<file path="config.mk">
export PLATFORM = sky130hd
export DESIGN_NAME = bit_align_fsm
export DESIGN_NICKNAME = d
export VERILOG_FILES = /design/src/rtl/bit_align_fsm.sv
export SDC_FILE = /design/constraint.sdc
export NUM_CORES = 1
export LEC_CHECK = 0
export ABC_AREA = 1
export CORE_UTILIZATION = 58
export CTS_BUF_LIST = sky130_fd_sc_hd__clkbuf_2
export CTS_CLUSTER_SIZE = 30
export DETAILED_ROUTE_END_ITERATION = 8
export PLACE_DENSITY = 0.84
export SKIP_LAST_GASP = 1
export SYNTH_ARGS = -nofsm -noshare
export SYNTH_HDL_FRONTEND = slang
export SYNTH_SLANG_ARGS = --single-unit
</file>
<file path="constraint.sdc">
create_clock -name clk -period 5.14 [get_ports clk]
set_input_delay 0.514 -clock clk [delete_from_list [all_inputs] [get_ports clk]]
set_output_delay 0.514 -clock clk [all_outputs]
set_load 0.02 [all_outputs]
</file>
<file path="src/rtl/bit_align_fsm.sv">
// bit_align_fsm: steps a delay-line selector upward until the training pattern
// is seen MATCH_CNT times in a row, then tracks lock and re-searches on loss.
module bit_align_fsm #(
  parameter int WIDTH     = 4,
  parameter int LENGTH    = 63,
  parameter int SEL_W     = $clog2((LENGTH+1)*WIDTH),
  parameter int MATCH_CNT = 8,
  parameter int MISS_CNT  = 4,
  parameter int SETTLE    = 2
) (
  input  logic             clk,
  input  logic             rst,
  input  logic             ena,
  input  logic             start,
  input  logic [WIDTH-1:0] pattern,
  input  logic [WIDTH-1:0] data_in,
  output logic [SEL_W-1:0] sel,
  output logic             busy,
  output logic             locked,
  output logic             fail,
  output logic             lost
);
  localparam int SEL_MAX = LENGTH*WIDTH;
  localparam int MW = $clog2(MATCH_CNT+1);
  localparam int XW = $clog2(MISS_CNT+1);
  localparam int SW = SETTLE > 0 ? $clog2(SETTLE+1) : 1;
  typedef enum logic [2:0] {IDLE, SETL, CHECK, LOCK, FAILED} state_t;
  state_t           r_state;
  logic [SEL_W-1:0] r_sel;
  logic [MW-1:0]    r_match;
  logic [XW-1:0]    r_miss;
  logic [SW-1:0]    r_set;
  logic             r_lost;
  logic             w_eq, w_set_done, w_match_done, w_miss_done, w_sel_top;
  assign w_eq         = data_in == pattern;
  assign w_set_done   = int'(r_set) + 1 >= SETTLE;
  assign w_match_done = int'(r_match) + 1 >= MATCH_CNT;
  assign w_miss_done  = int'(r_miss) + 1 >= MISS_CNT;
  assign w_sel_top    = r_sel >= SEL_W'(SEL_MAX);
  assign sel    = r_sel;
  assign busy   = r_state == SETL || r_state == CHECK;
  assign locked = r_state == LOCK;
  assign fail   = r_state == FAILED;
  assign lost   = r_lost;
  always_ff @(posedge clk) begin
    if (rst || start) begin
      r_state <= rst ? IDLE : SETL;
      r_sel   <= '0;
      r_match <= '0;
      r_miss  <= '0;
      r_set   <= '0;
      r_lost  <= 1'b0;
    end else begin
      r_lost <= 1'b0;
      if (ena) begin
        case (r_state)
          SETL:
            if (w_set_done) begin
              r_state <= CHECK;
              r_match <= '0;
              r_set   <= '0;
            end else r_set <= r_set + 1'b1;
          CHECK:
            if (w_eq) begin
              if (w_match_done) begin
                r_state <= LOCK;
                r_miss  <= '0;
              end else r_match <= r_match + 1'b1;
            end else if (w_sel_top) r_state <= FAILED;
            else begin
              r_sel   <= r_sel + 1'b1;
              r_state <= SETL;
              r_set   <= '0;
            end
          LOCK:
            if (w_eq) r_miss <= '0;
            else if (w_miss_done) begin
              // re-verify the current tap before searching further up
              r_lost  <= 1'b1;
              r_state <= SETL;
              r_set   <= '0;
              r_miss  <= '0;
            end else r_miss <= r_miss + 1'b1;
          default: ;
        endcase
      end
    end
  end
endmodule
</file>
==> results.py <==
metrics = {
    "synth": {
        "synthArstFlopShare": 0,
        "synth.top_cells.by_area": "dfxtp_1 27%, nand2_1 12%, inv_1 8.7%",
        "synth.top_cells.by_count": "44 x nand2_1, 31 x inv_1, 28 x nor2_1",
        "syn_area_um2": 1333,
        "ys_seq_area_frac": 0.3380,
        "avgSynthCellArea_um2": 6.904,
        "yosysTopAreaCell": "dfxtp_1",
        "synth_cell_type_count": 30,
        "synth_ff_type": "dfxtp_1",
        "syn_inst": 193,
        "yosys.area.top_type_share": 0.2704,
        "synth_edf_count": 3,
        "yosysMostFrequentCell": "nand2_1",
        "syn-num-nets": 210,
        "ys_warn_count": 0,
        "synth-seq-cells": 21,
    },
    "pwr": {
        "p_per_area_nw_per_um2": 192.1,
        "vdd_drop_max_uv": 141.9,
        "p_leak_nw": 0.7031,
    },
    "timing": {
        "min_period_ns": 2.494,
        "slew_headroom": 0.5415,
        "setup_viol": 0,
        "skew_ns": 0.001686,
        "timing.final.crit_share": 0.4852,
        "hold_viol": 0,
        "worstMarginPinSlew_ns": 0.6852,
        "setup_tns_ns": 0,
        "slew_viol_final": 0,
        "fin_ws_ns": 2.646,
        "grt_setup_unrepaired": "no",
        "fmax_ghz": 0.4010,
    },
    "global_route": {
        "antenna_found_initial": 0,
        "grt-ovfl-total": 0,
        "grt_max_degree": 13,
        "first_global_vias": 1228,
        "grt_usage": 0.2473,
        "grt_first_pass_wirelength_um": 4802,
    },
    "detailed_routing": {
        "firstDrtPassIters": 4,
        "antenna_left": 0,
        "post_drt_wl_per_cell_um": 10.99,
        "drtIter0Drc": 38,
        "wirelength_um": 2693,
        "viasPerCell": 5.224,
        "num_vias": 1280,
        "route.detailed.drc": 0,
    },
    "clocking": {
        "cts-htree-levels": 1,
        "numCtsBuffers": 3,
        "cts_hold_buf": 0,
        "cts_root_buf": "clkbuf_2",
        "cts_setup_buffers": 0,
        "cts_buffer_depth": 2,
        "cts_resized": 0,
        "clkSinkCount": 21,
        "clock_latency_ns": 0.33,
        "path_clk_slew_ns": 0.21,
        "tritoncts": "yes",
    },
    "worst_setup_path": {
        "slowest_delay_ns": 0.69,
        "rrSetupSlack_ns": 3.30,
        "worstPathArrival_ns": 1.98,
        "cp.required_ns": 4.63,
        "worst-path-max-fanout": 6,
        "r2r_cells": 7,
        "crit_type": "flop to output pin",
        "end_kind": "output pin",
        "path_cells": "inv_1 > nand2_2 > nor2_1 > clkdlybuf4s50_1",
        "worstSetupStartpointType": "flop",
        "cp_slowest_cell": "clkdlybuf4s50_1",
    },
    "layout": {
        "drive_gt1_frac": 0.1101,
        "diodes": 0,
        "finalInstanceArea_um2": 1608,
        "syn_to_final_growth_pct": 20.66,
        "nNetsFinal": 236,
    },
    "placed_design": {
        "pre_cts_ws_ns": 2.868,
        "place_congestion": 0.8999,
        "port_buffers": 23,
        "place_area_um2": 1588,
        "dp_hpwl_um": 2187,
    },
    "floorplanning": {
        "initial_core_util": 0.6462,
        "core_area_um2": 2062,
        "die_x_um": 49.93,
        "num_rows": 16,
        "dieArea_um2": 2493,
        "pin_count": 24,
        "die_h_um": 49.93,
    },
    "flow_run": {
        "drv_cap": 0,
    },
    "run_status": {
        "status": "finished, final reports clean",
    },
    "min_path": {
        "min_path_cells": 2,
        "hold_path_class": "flop to flop",
    },
}
## cell type report
type / count / area [um^2]
multi-input combinational: 136 / 737.0
fill: 158 / 454.2
sequential: 21 / 450.4
timing repair buffer: 23 / 230.2
inverter: 34 / 136.4
tap: 27 / 33.78
clock buffer: 3 / 15.01
clock inverter: 1 / 5.005
## placed cells by master, fill, tap and decap left out
cell type	count
nand2_1	44
inv_1	31
nor2_1	28
clkdlybuf4s50_1	23
dfxtp_1	18
nand3_1	10
a21oi_1	9
o21ai_0	8
nand2_2	5
ha_1	5
nor2_4	3
nor3_1	3
nand4_1	3
xor2_1	3
clkbuf_2	3
edfxtp_1	3
nand3_2	2
a21oi_2	2
clkinv_2	2
o21ai_1	2
xnor2_1	2
nor3_4	1
inv_4	1
a21oi_4	1
nor2_2	1
o21ai_2	1
nand3_4	1
clkinv_4	1
and3_1	1
nand3b_1	1
## power breakdown
part	total, W	switching (W)	internal (W)
Clock	0.0000712	0.0000536	0.0000176
Sequential	0.000174	0.00000333	0.000171
Combinational	0.0000636	0.0000385	0.0000251
## flip-flops by register name (all words and copies together) (netlist names)
register / cells
sel: 8
r_match: 4
r_miss: 3
r_state: 3
r_set: 2
lost: 1
## metrics by stage
step | hold WS [ns] | power, W | util | cells
after detailed placement | 0.4570 | 0.0002409 | 0.7700 | 241
final | 0.4818 | 0.0003089 | 0.7797 | 245
after floorplan | 0.4312 | 0.0002188 | - | 193
after global placement | 0.4501 | 0.0002381 | 0.7700 | 241
after global routing | 0.4995 | 0.0003245 | 0.7797 | 245
after CTS | 0.4825 | 0.0003092 | 0.7797 | 245
## critical path, delay by kind of cell (launching register included)
kind,cells,cell delay [ns]
buf+inv,2,0.79
simple gates,2,0.43
flops,1,0.43
## layer usage
metal	global-route usage	part of all wire	vias to the layer above
met3	0.04012	0.033	6
met5	0	0	-
met2	0.4324	0.51	26
met4	0.1048	0.015	0
met1	0.2949	0.45	593
li1	-	-	655
## cells by family after synthesis
logic type,after synthesis,share of synthesized area
XOR/XNOR,5,0.03287
AND/OR/NAND/NOR,103,0.3700
AO/OA/AOI/OAI,23,0.1033
adder cells (fa/ha/maj),5,0.04695
buffers and inverters,36,0.1089
flip-flops,21,0.3380
## path summary, 6_finish.rpt
kind                     end  startpoint
setup / recovery      locked  r_state[2]
hold / removal    r_match[3]  r_match[3]
setup reg to reg  r_state[2]  r_state[2]
hold reg to reg   r_match[3]  r_match[3]
Power figures use the tool's default switching activity.
